## src/rtl/llc_pending_table_if.sv

```systemverilog
// llc_pending_table_if: alloc/release/lookup/status/sweep bundle for llc_pending_table
interface llc_pending_table_if #(
  parameter int NUM_ENTRIES = 4,
  parameter int SET_BITS    = 9,
  parameter int TAG_BITS    = 16,
  parameter int KINDS       = 4
);
  localparam int IW = $clog2(NUM_ENTRIES);
  localparam int KW = $clog2(KINDS);
  localparam int CW = $clog2(NUM_ENTRIES + 1);
  logic                clr;
  logic                alloc_valid;
  logic                alloc_ready;
  logic [SET_BITS-1:0] alloc_set;
  logic [TAG_BITS-1:0] alloc_tag;
  logic [KW-1:0]       alloc_kind;
  logic [IW-1:0]       alloc_id;
  logic                release_valid;
  logic [IW-1:0]       release_id;
  logic [SET_BITS-1:0] lookup_set;
  logic [TAG_BITS-1:0] lookup_tag;
  logic                lookup_set_hit;
  logic                lookup_line_hit;
  logic [IW-1:0]       lookup_hit_id;
  logic [KINDS-1:0]    kind_pending;
  logic [CW-1:0]       occupancy;
  logic                full;
  logic                empty;
  logic                release_err;
  logic                sweep_start;
  logic                sweep_incr;
  logic [SET_BITS-1:0] sweep_set;
  logic                sweep_active;
  logic                sweep_done;
  modport master (
    output clr, alloc_valid, alloc_set, alloc_tag, alloc_kind, release_valid, release_id,
           lookup_set, lookup_tag, sweep_start, sweep_incr,
    input  alloc_ready, alloc_id, lookup_set_hit, lookup_line_hit, lookup_hit_id, kind_pending,
           occupancy, full, empty, release_err, sweep_set, sweep_active, sweep_done
  );
  modport slave (
    input  clr, alloc_valid, alloc_set, alloc_tag, alloc_kind, release_valid, release_id,
           lookup_set, lookup_tag, sweep_start, sweep_incr,
    output alloc_ready, alloc_id, lookup_set_hit, lookup_line_hit, lookup_hit_id, kind_pending,
           occupancy, full, empty, release_err, sweep_set, sweep_active, sweep_done
  );
endinterface

```

## src/rtl/llc_pending_table.sv

```systemverilog
// llc_pending_table: tracks in-flight LLC transactions with set/line lookup and a set sweep walker
module llc_pending_table #(
  parameter int NUM_ENTRIES = 4,
  parameter int SET_BITS    = 9,
  parameter int TAG_BITS    = 16,
  parameter int KINDS       = 4
) (
  input logic clk,
  input logic rst,
  llc_pending_table_if.slave bus
);
  localparam int IW = $clog2(NUM_ENTRIES);
  localparam int KW = $clog2(KINDS);
  localparam int CW = $clog2(NUM_ENTRIES + 1);
  typedef enum logic {IDLE, WALK} state_t;
  logic [NUM_ENTRIES-1:0] valid_q, valid_d;
  logic [SET_BITS-1:0]    set_q [NUM_ENTRIES];
  logic [SET_BITS-1:0]    set_d [NUM_ENTRIES];
  logic [TAG_BITS-1:0]    tag_q [NUM_ENTRIES];
  logic [TAG_BITS-1:0]    tag_d [NUM_ENTRIES];
  logic [KW-1:0]          kind_q [NUM_ENTRIES];
  logic [KW-1:0]          kind_d [NUM_ENTRIES];
  logic                   err_q, err_d;
  state_t                 state_q, state_d;
  logic [SET_BITS-1:0]    sweep_set_q, sweep_set_d;
  logic                   done_q, done_d;
  logic [IW-1:0]          alloc_id, hit_id;
  logic [CW-1:0]          occ;
  logic [KINDS-1:0]       kp;
  logic                   set_hit, line_hit, full, fire;
  // Everything below reads only the registered table, so same-cycle allocs stay invisible
  always_comb begin
    alloc_id = '0;
    hit_id = '0;
    occ = '0;
    kp = '0;
    set_hit = 1'b0;
    line_hit = 1'b0;
    for (int i = NUM_ENTRIES - 1; i >= 0; i--) begin
      alloc_id = valid_q[i] ? alloc_id : IW'(i);
      hit_id = (valid_q[i] && set_q[i] == bus.lookup_set) ? IW'(i) : hit_id;
    end
    for (int i = 0; i < NUM_ENTRIES; i++) begin
      occ = occ + CW'(valid_q[i]);
      kp[kind_q[i]] = kp[kind_q[i]] | valid_q[i];
      set_hit = set_hit | (valid_q[i] && set_q[i] == bus.lookup_set);
      line_hit = line_hit | (valid_q[i] && set_q[i] == bus.lookup_set && tag_q[i] == bus.lookup_tag);
    end
  end
  assign full = occ == CW'(NUM_ENTRIES);
  assign fire = bus.alloc_valid && !full;
  // alloc_id is always a free slot, so it never collides with a valid release target
  always_comb begin
    valid_d = valid_q;
    set_d = set_q;
    tag_d = tag_q;
    kind_d = kind_q;
    err_d = err_q;
    if (bus.release_valid) begin
      valid_d[bus.release_id] = 1'b0;
      err_d = err_q | !valid_q[bus.release_id];
    end
    if (fire) begin
      valid_d[alloc_id] = 1'b1;
      set_d[alloc_id] = bus.alloc_set;
      tag_d[alloc_id] = bus.alloc_tag;
      kind_d[alloc_id] = bus.alloc_kind;
    end
    if (bus.clr) begin
      valid_d = '0;
      err_d = 1'b0;
    end
  end
  always_comb begin
    state_d = state_q;
    sweep_set_d = sweep_set_q;
    done_d = 1'b0;
    if (bus.sweep_start) begin
      state_d = WALK;
      sweep_set_d = '0;
    end else if (state_q == WALK && bus.sweep_incr) begin
      sweep_set_d = sweep_set_q + 1'b1;
      state_d = &sweep_set_q ? IDLE : WALK;
      done_d = &sweep_set_q;
    end
    if (bus.clr) begin
      state_d = IDLE;
      sweep_set_d = '0;
    end
  end
  always_ff @(posedge clk or posedge rst) begin
    if (rst) begin
      valid_q <= '0;
      err_q <= 1'b0;
      state_q <= IDLE;
      sweep_set_q <= '0;
      done_q <= 1'b0;
    end else begin
      valid_q <= valid_d;
      err_q <= err_d;
      state_q <= state_d;
      sweep_set_q <= sweep_set_d;
      done_q <= done_d;
    end
  end
  always_ff @(posedge clk) begin
    set_q <= set_d;
    tag_q <= tag_d;
    kind_q <= kind_d;
  end
  assign bus.alloc_ready = !full;
  assign bus.alloc_id = alloc_id;
  assign bus.lookup_set_hit = set_hit;
  assign bus.lookup_line_hit = line_hit;
  assign bus.lookup_hit_id = hit_id;
  assign bus.kind_pending = kp;
  assign bus.occupancy = occ;
  assign bus.full = full;
  assign bus.empty = occ == '0;
  assign bus.release_err = err_q;
  assign bus.sweep_set = sweep_set_q;
  assign bus.sweep_active = state_q == WALK;
  assign bus.sweep_done = done_q;
endmodule

```

## src/flat_wrapper.sv

```systemverilog
// flat-port wrapper written by rule: the top's interface ports become plain ports
module llc_pending_table_flat 
#(
  parameter int NUM_ENTRIES = 4,
  parameter int SET_BITS    = 9,
  parameter int TAG_BITS    = 16,
  parameter int KINDS       = 4
)
  (clk, rst, bus_clr, bus_alloc_valid, bus_alloc_set, bus_alloc_tag, bus_alloc_kind, bus_release_valid, bus_release_id, bus_lookup_set, bus_lookup_tag, bus_sweep_start, bus_sweep_incr, bus_alloc_ready, bus_alloc_id, bus_lookup_set_hit, bus_lookup_line_hit, bus_lookup_hit_id, bus_kind_pending, bus_occupancy, bus_full, bus_empty, bus_release_err, bus_sweep_set, bus_sweep_active, bus_sweep_done);
  llc_pending_table_if #(.NUM_ENTRIES(NUM_ENTRIES), .SET_BITS(SET_BITS), .TAG_BITS(TAG_BITS), .KINDS(KINDS)) bus_i ();
  input logic clk;
  input logic rst;
  input wire logic [$bits(bus_i.clr)-1:0] bus_clr;
  input wire logic [$bits(bus_i.alloc_valid)-1:0] bus_alloc_valid;
  input wire logic [$bits(bus_i.alloc_set)-1:0] bus_alloc_set;
  input wire logic [$bits(bus_i.alloc_tag)-1:0] bus_alloc_tag;
  input wire logic [$bits(bus_i.alloc_kind)-1:0] bus_alloc_kind;
  input wire logic [$bits(bus_i.release_valid)-1:0] bus_release_valid;
  input wire logic [$bits(bus_i.release_id)-1:0] bus_release_id;
  input wire logic [$bits(bus_i.lookup_set)-1:0] bus_lookup_set;
  input wire logic [$bits(bus_i.lookup_tag)-1:0] bus_lookup_tag;
  input wire logic [$bits(bus_i.sweep_start)-1:0] bus_sweep_start;
  input wire logic [$bits(bus_i.sweep_incr)-1:0] bus_sweep_incr;
  output wire logic [$bits(bus_i.alloc_ready)-1:0] bus_alloc_ready;
  output wire logic [$bits(bus_i.alloc_id)-1:0] bus_alloc_id;
  output wire logic [$bits(bus_i.lookup_set_hit)-1:0] bus_lookup_set_hit;
  output wire logic [$bits(bus_i.lookup_line_hit)-1:0] bus_lookup_line_hit;
  output wire logic [$bits(bus_i.lookup_hit_id)-1:0] bus_lookup_hit_id;
  output wire logic [$bits(bus_i.kind_pending)-1:0] bus_kind_pending;
  output wire logic [$bits(bus_i.occupancy)-1:0] bus_occupancy;
  output wire logic [$bits(bus_i.full)-1:0] bus_full;
  output wire logic [$bits(bus_i.empty)-1:0] bus_empty;
  output wire logic [$bits(bus_i.release_err)-1:0] bus_release_err;
  output wire logic [$bits(bus_i.sweep_set)-1:0] bus_sweep_set;
  output wire logic [$bits(bus_i.sweep_active)-1:0] bus_sweep_active;
  output wire logic [$bits(bus_i.sweep_done)-1:0] bus_sweep_done;
  assign bus_i.clr = bus_clr;
  assign bus_i.alloc_valid = bus_alloc_valid;
  assign bus_i.alloc_set = bus_alloc_set;
  assign bus_i.alloc_tag = bus_alloc_tag;
  assign bus_i.alloc_kind = bus_alloc_kind;
  assign bus_i.release_valid = bus_release_valid;
  assign bus_i.release_id = bus_release_id;
  assign bus_i.lookup_set = bus_lookup_set;
  assign bus_i.lookup_tag = bus_lookup_tag;
  assign bus_i.sweep_start = bus_sweep_start;
  assign bus_i.sweep_incr = bus_sweep_incr;
  assign bus_alloc_ready = bus_i.alloc_ready;
  assign bus_alloc_id = bus_i.alloc_id;
  assign bus_lookup_set_hit = bus_i.lookup_set_hit;
  assign bus_lookup_line_hit = bus_i.lookup_line_hit;
  assign bus_lookup_hit_id = bus_i.lookup_hit_id;
  assign bus_kind_pending = bus_i.kind_pending;
  assign bus_occupancy = bus_i.occupancy;
  assign bus_full = bus_i.full;
  assign bus_empty = bus_i.empty;
  assign bus_release_err = bus_i.release_err;
  assign bus_sweep_set = bus_i.sweep_set;
  assign bus_sweep_active = bus_i.sweep_active;
  assign bus_sweep_done = bus_i.sweep_done;
  llc_pending_table #(.NUM_ENTRIES(NUM_ENTRIES), .SET_BITS(SET_BITS), .TAG_BITS(TAG_BITS), .KINDS(KINDS)) u_core (.clk(clk), .rst(rst), .bus(bus_i));
endmodule
```

## config.mk

```make
export PLATFORM = sky130hd
export DESIGN_NAME = llc_pending_table_flat
export DESIGN_NICKNAME = d
export VERILOG_FILES = /design/src/rtl/llc_pending_table_if.sv /design/src/rtl/llc_pending_table.sv /design/src/flat_wrapper.sv
export SDC_FILE = /design/constraint.sdc
export NUM_CORES = 1
export LEC_CHECK = 0
export ABC_AREA = 1
export CORE_UTILIZATION = 55
export DETAILED_ROUTE_END_ITERATION = 10
export GPL_TIMING_DRIVEN = 0
export HOLD_SLACK_MARGIN = 0.15
export PLACE_DENSITY = 0.79
export REMOVE_ABC_BUFFERS = 1
export SLEW_MARGIN = 20
export SYNTH_ARGS = -nofsm -noshare
export SYNTH_HDL_FRONTEND = slang
export SYNTH_SLANG_ARGS = --single-unit
```

## constraint.sdc

```tcl
create_clock -name clk -period 9 [get_ports clk]
set_input_delay 1.8 -clock clk [delete_from_list [all_inputs] [get_ports clk]]
set_output_delay 1.8 -clock clk [all_outputs]
set_load 0.03 [all_outputs]
```

== Word level (Yosys, flattened, before mapping) ==
Index checks and enable logic that the tools add are counted.
Cells by class
  equality and inequality tests: 9
  bitwise logic cells: 16
  muxes and demuxes: 56
  $add $sub $neg: 4
  reduce and logical (&&, ||, !) cells: 23
  magnitude comparators: 14
Operator list (number)
  $bwmux 64: 1
  $eq 16x16->1: 4
  $bwmux 36: 1
  $eq 9x9->1: 4
  $mux 9: 4
  $demux 16 s2: 1
  $mux 1: 19
  $demux 9 s2: 1
  $lt 2x3->1 const B: 6
  $mux 2: 9
  $logic_and 1x1->1: 17
  $mux 16: 1
  $bwmux 4: 3
  $demux 1 s2: 6
  $ge 2x1->1 const B: 6
  $mux 4: 3
  $or 1x1->1: 11
  $bmux 1 s2: 5
  $add 9x1->9 const B: 1
  $reduce_and 9->1: 1
  $and 4x4->4: 2
  $bwmux 8: 1
  $add 3x1->3: 2
  $demux 2 s2: 1
  11 further kinds: 12
Storage, ports and cells
  output and inout port bits: 28
  flip-flop bits (word level): 124
  logic and storage cells: 139
  bits of input ports: 61

== Longest topological paths before layout ==
Gate-level depths: netlist (run 1).
  word-level depth: 17
  depth in mapped cells: 10
  depth with buffers taken out: 10

== Worst setup path before layout (run 1) ==
OpenSTA, ideal clock, no wires.
  path type: input -> output
  start point: input bus_lookup_set[6]
  end point: output bus_lookup_hit_id[0]
  cell stages on the path: 6
  setup slack: 4.314 ns
  arrival time: 2.886 ns
  required time: 7.200 ns
  path buffers: 1
  cell sequence: buf_2 xnor2_1 nand3_1 nor2_2 nand2_1 a21boi_1
Between the ends
  longest elaborated chain between the ends: 6
  elaborated cells between the ends (all ways): 12
  classes of those cells: 4 x eq/ne; 4 x mux; 4 x reduce/logical
Ends and longest elaborated chain
  start: declaration: line flat_wrapper.sv:20  | input wire logic [$bits(bus_i.lookup_set)-1:0] bus_lookup_set;
  $eq 9x9->1: line llc_pending_table.sv:41  | hit_id = (valid_q[i] && set_q[i] == bus.lookup_set) ? IW'(i) : hit_id;
  $logic_and 1x1->1: line llc_pending_table.sv:41
  $mux 2 (3 in a row): line llc_pending_table.sv:41
  $mux 2 *: line llc_pending_table.sv:41
  end: declaration: line flat_wrapper.sv:28  | output wire logic [$bits(bus_i.lookup_hit_id)-1:0] bus_lookup_hit_id;
Mark *: on every way between the ends. The rest lies on a longest branch, timed or not.

== Worst setup path in the final report (run 1) ==
  start point: input bus_lookup_tag[2]
  end point: output bus_lookup_line_hit
Between the ends
  longest elaborated chain between the ends: 5
  elaborated cells between the ends (all ways): 11
  classes of those cells: 4 x eq/ne; 3 x bitwise; 4 x reduce/logical
Ends and longest elaborated chain
  start: declaration: line flat_wrapper.sv:21  | input wire logic [$bits(bus_i.lookup_tag)-1:0] bus_lookup_tag;
  $eq 16x16->1: line llc_pending_table.sv:47  | line_hit = line_hit | (valid_q[i] && set_q[i] == bus.lookup_set && tag_q[i] == bus.lookup_tag);
  $logic_and 1x1->1: line llc_pending_table.sv:47
  $or 1x1->1 (2 in a row): line llc_pending_table.sv:47
  $or 1x1->1 *: line llc_pending_table.sv:47
  end: declaration: line flat_wrapper.sv:27  | output wire logic [$bits(bus_i.lookup_line_hit)-1:0] bus_lookup_line_hit;
Marks and branches as above.

==> out/metrics.cfg, run 1 <==
[worst_setup_path]
cp-end-kind = output port
r2r-end = u_core.tag_q[23]
arrival_ns = 3.95
reg2reg_from = u_core.valid_q[0]
path_max_fanout = 5
cp_data_required_time_ns = 7.20
worst-r2r-cell-count = 9
reg2reg_slack_ns = 5.86
worst_setup_path_start_kind = primary input
criticalPathCategory = primary input to output port

[final_layout]
nets = 880
finalInstanceArea_mm2 = 0.00794
drive_above_1_share_pct = 8.23
diodes = 0
instances_no_fill = 966
syn2layout_area_growth_pct = 27.7
fin_util_pct = 72.6
mostFrequentLayoutCells = nand2_1, edfxtp_1, inv_1
mostFrequentLayoutCell = nand2_1

[clock_network]
htreeDepth = 4
cts_resized = 0
cts_buffers = 17
cts-root-buf = clkbuf_16
cts_tree = built
clock-sinks = 124
post_cts_buffers = 0
worstSkewPairLatency_ns = 0.41
clk_pin_slew_ns = 0.05
clockBufferDepth = 2
postCtsHoldBufs = 0

[drt]
first_pass_iters = 5
via_count = 4972
dr.first_iter.drc_count = 267
routedWlPerCell_um = 14.5
drcViolationCount = 0
wl_mm = 14.0
ant_nets = 0
avgViaCountPerCell = 5.15

[floorplan]
die_y_um = 108
initial_core_util_pct = 56.8
ios = 89
die_width_um = 108
die_area_mm2 = 0.0117
design.core.area_mm2 = 0.0109
placementRows = 38

[sta]
rsz0062_at_grt = false
tns_ns = 0
period_minus_slack_ns = 5.75
setup_viol = 0
finalCritPeriodShare_pct = 63.9
fin_worst_skew_ns = 0.00801
relSlewSlack_pct = 53.6
finalMaxSlewViolations = 0
whs_ns = 0.500
worst_pin_slew_ns = 0.695
fmax_mhz = 174
fin_ws_ns = 3.25
final_hold_viol_count = 0

[synthesis]
synth-edff-count = 108
yosys_most_used_dff = edfxtp_1
ys_types = 32
synthCells = 705
async_reset_ff_share_pct = 12.9
ys_seq_area_share_pct = 58.6
syn_area_per_cell_um2 = 8.82
yosysWarnings = 0
syn_area_mm2 = 0.00622
yosys_register_bits = 124

[placement]
place_area_mm2 = 0.00737
post-place-cells = 935
pre_cts_slack_ns = 3.27
portBuffers = 88
gp_congestion = 0.909
hpwl_mm = 9.97

[power]
power_frac_comb_pct = 10.4
power.total_mw = 1.48
power_frac_seq_pct = 45.0
p_per_area_mw_per_mm2 = 186
swShare_pct = 22.5
p_leak_nw = 3.51
ir_worst_vdd_v = 0.000148
p_int_mw = 1.14
pwr-share-clk_pct = 44.7
netSwitchingPower_uw = 333

[global_route]
grt_pass1_vias = 5027
grt_pass1_wl_mm = 22.5
track_usage_pct = 25.9
overflow = 0
grt_max_degree = 28
antenna_found_initial = 0

[hold_path]
hold_path.startpoint = u_core.bus.sweep_set[7]
hold_end = u_core.bus.sweep_set[7]
min_path_cells = 1
hold_path.class = flip-flop to flip-flop

[job]
max_cap_viol_count = 0

[run_status]
outcome = completed

-- flip-flops by register name, indices dropped and copies added (netlist names) --
| name | flops |
|---|---|
| u_core.tag_q | 64 |
| u_core.set_q | 36 |
| u_core.bus.sweep_set | 9 |
| u_core.kind_q | 8 |
| u_core.valid_q | 4 |
| u_core.bus.release_err | 1 |
| u_core.bus.sweep_active | 1 |
| u_core.bus.sweep_done | 1 |
-- layer usage --
metal	track usage (%)	part of all wire, %
met1	27.5	38
met2	48.5	53
met3	5.61	6.0
met4	12.6	2.2
met5	0	0
-- Yosys cell counts (all sizes together) (2+ instances only) --
| cell type | instances | area [um^2] |
|---|---|---|
| a211oi | 2 | 15.0 |
| a21oi | 12 | 63.8 |
| a31oi | 2 | 12.5 |
| buf | 3 | 17.5 |
| dfrtp | 16 | 400 |
| edfxtp | 108 | 3240 |
| ha | 4 | 50.1 |
| inv | 123 | 462 |
| nand2 | 256 | 973 |
| nand3 | 28 | 140 |
| nor2 | 87 | 374 |
| nor3 | 6 | 40.0 |
| o21ai | 23 | 119 |
| o31ai | 4 | 30.0 |
| or2 | 3 | 18.8 |
| xnor2 | 14 | 123 |
| xor2 | 8 | 70.1 |
-- power groups by stage --
| stage | Clock [mW] | Sequential, mW | Combinational (mW) |
|---|---|---|---|
| 2_1_floorplan | 0 | 0.677 | 0.0718 |
| 3_5_place_dp | 0 | 0.674 | 0.151 |
| 6_report | 0.659 | 0.664 | 0.153 |
| 4_1_cts | 0.667 | 0.663 | 0.154 |
| 3_3_place_gp | 0 | 0.673 | 0.143 |
| 5_1_grt | 0.691 | 0.665 | 0.169 |
-- critical path, cell delays in order --
cell and delay (ns):
clkdlybuf4s50_1 0.56, inv_2 0.08, nand2_1 0.06, nand2_1 0.07, nor2_1 0.19, nand2_1 0.08, nor2_1 0.14, nand2_1 0.11
nor2_2 0.08, nor2_1 0.05, nand2_1 0.06, clkdlybuf4s50_1 0.67
-- final cells by class --
cell class | count | area [um^2]
sequential | 124 | 3640
timing repair buffer | 93 | 981
multi-input combinational | 455 | 2110
fill | 805 | 3000
clock buffer | 22 | 444
inverter | 123 | 462
clock inverter | 9 | 121
tap | 140 | 175
-- cells by family after synthesis --
logic type	synth area share, %
and+or+nand+nor	25.3
DFF	58.6
AOI/OAI and AO/OA	4.15
buffers and inverters	7.71
adders and majority gates	1.13
xor gates and xnor gates	3.10
-- worst max-delay path by stage --
| stage | from | endpoint | slack [ns] |
|---|---|---|---|
| after floorplan | bus_lookup_set[1] | bus_lookup_hit_id[0] | 4.35 |
| after global placement | bus_lookup_tag[2] | bus_lookup_line_hit | 3.32 |
| after detailed placement | bus_lookup_tag[2] | bus_lookup_line_hit | 3.27 |
| after CTS | bus_lookup_tag[2] | bus_lookup_line_hit | 3.22 |
| after global routing | bus_lookup_tag[10] | bus_lookup_line_hit | 3.05 |
| final | bus_lookup_tag[2] | bus_lookup_line_hit | 3.25 |
Power figures use the tool's default switching activity.
==> run 2, diff against run 1 <==
==> constraint.sdc (replaced) <==
create_clock -name clk -period 5.4 [get_ports clk]
set_input_delay 1.08 -clock clk [delete_from_list [all_inputs] [get_ports clk]]
set_output_delay 1.08 -clock clk [all_outputs]
set_load 0.03 [all_outputs]
==> results of run 2 <==
The final DEF is identical to that of run 1. Status: completed.
Main changes from that run: setup slack after placement 3.27 ns -> 1.11 ns; setup slack after layout 3.25 ns -> 1.09 ns; register-to-register setup slack 5.86 ns -> 2.26 ns; total power 1.48 mW -> 2.46 mW; worst IR drop on VDD 0.000148 V -> 0.000247 V
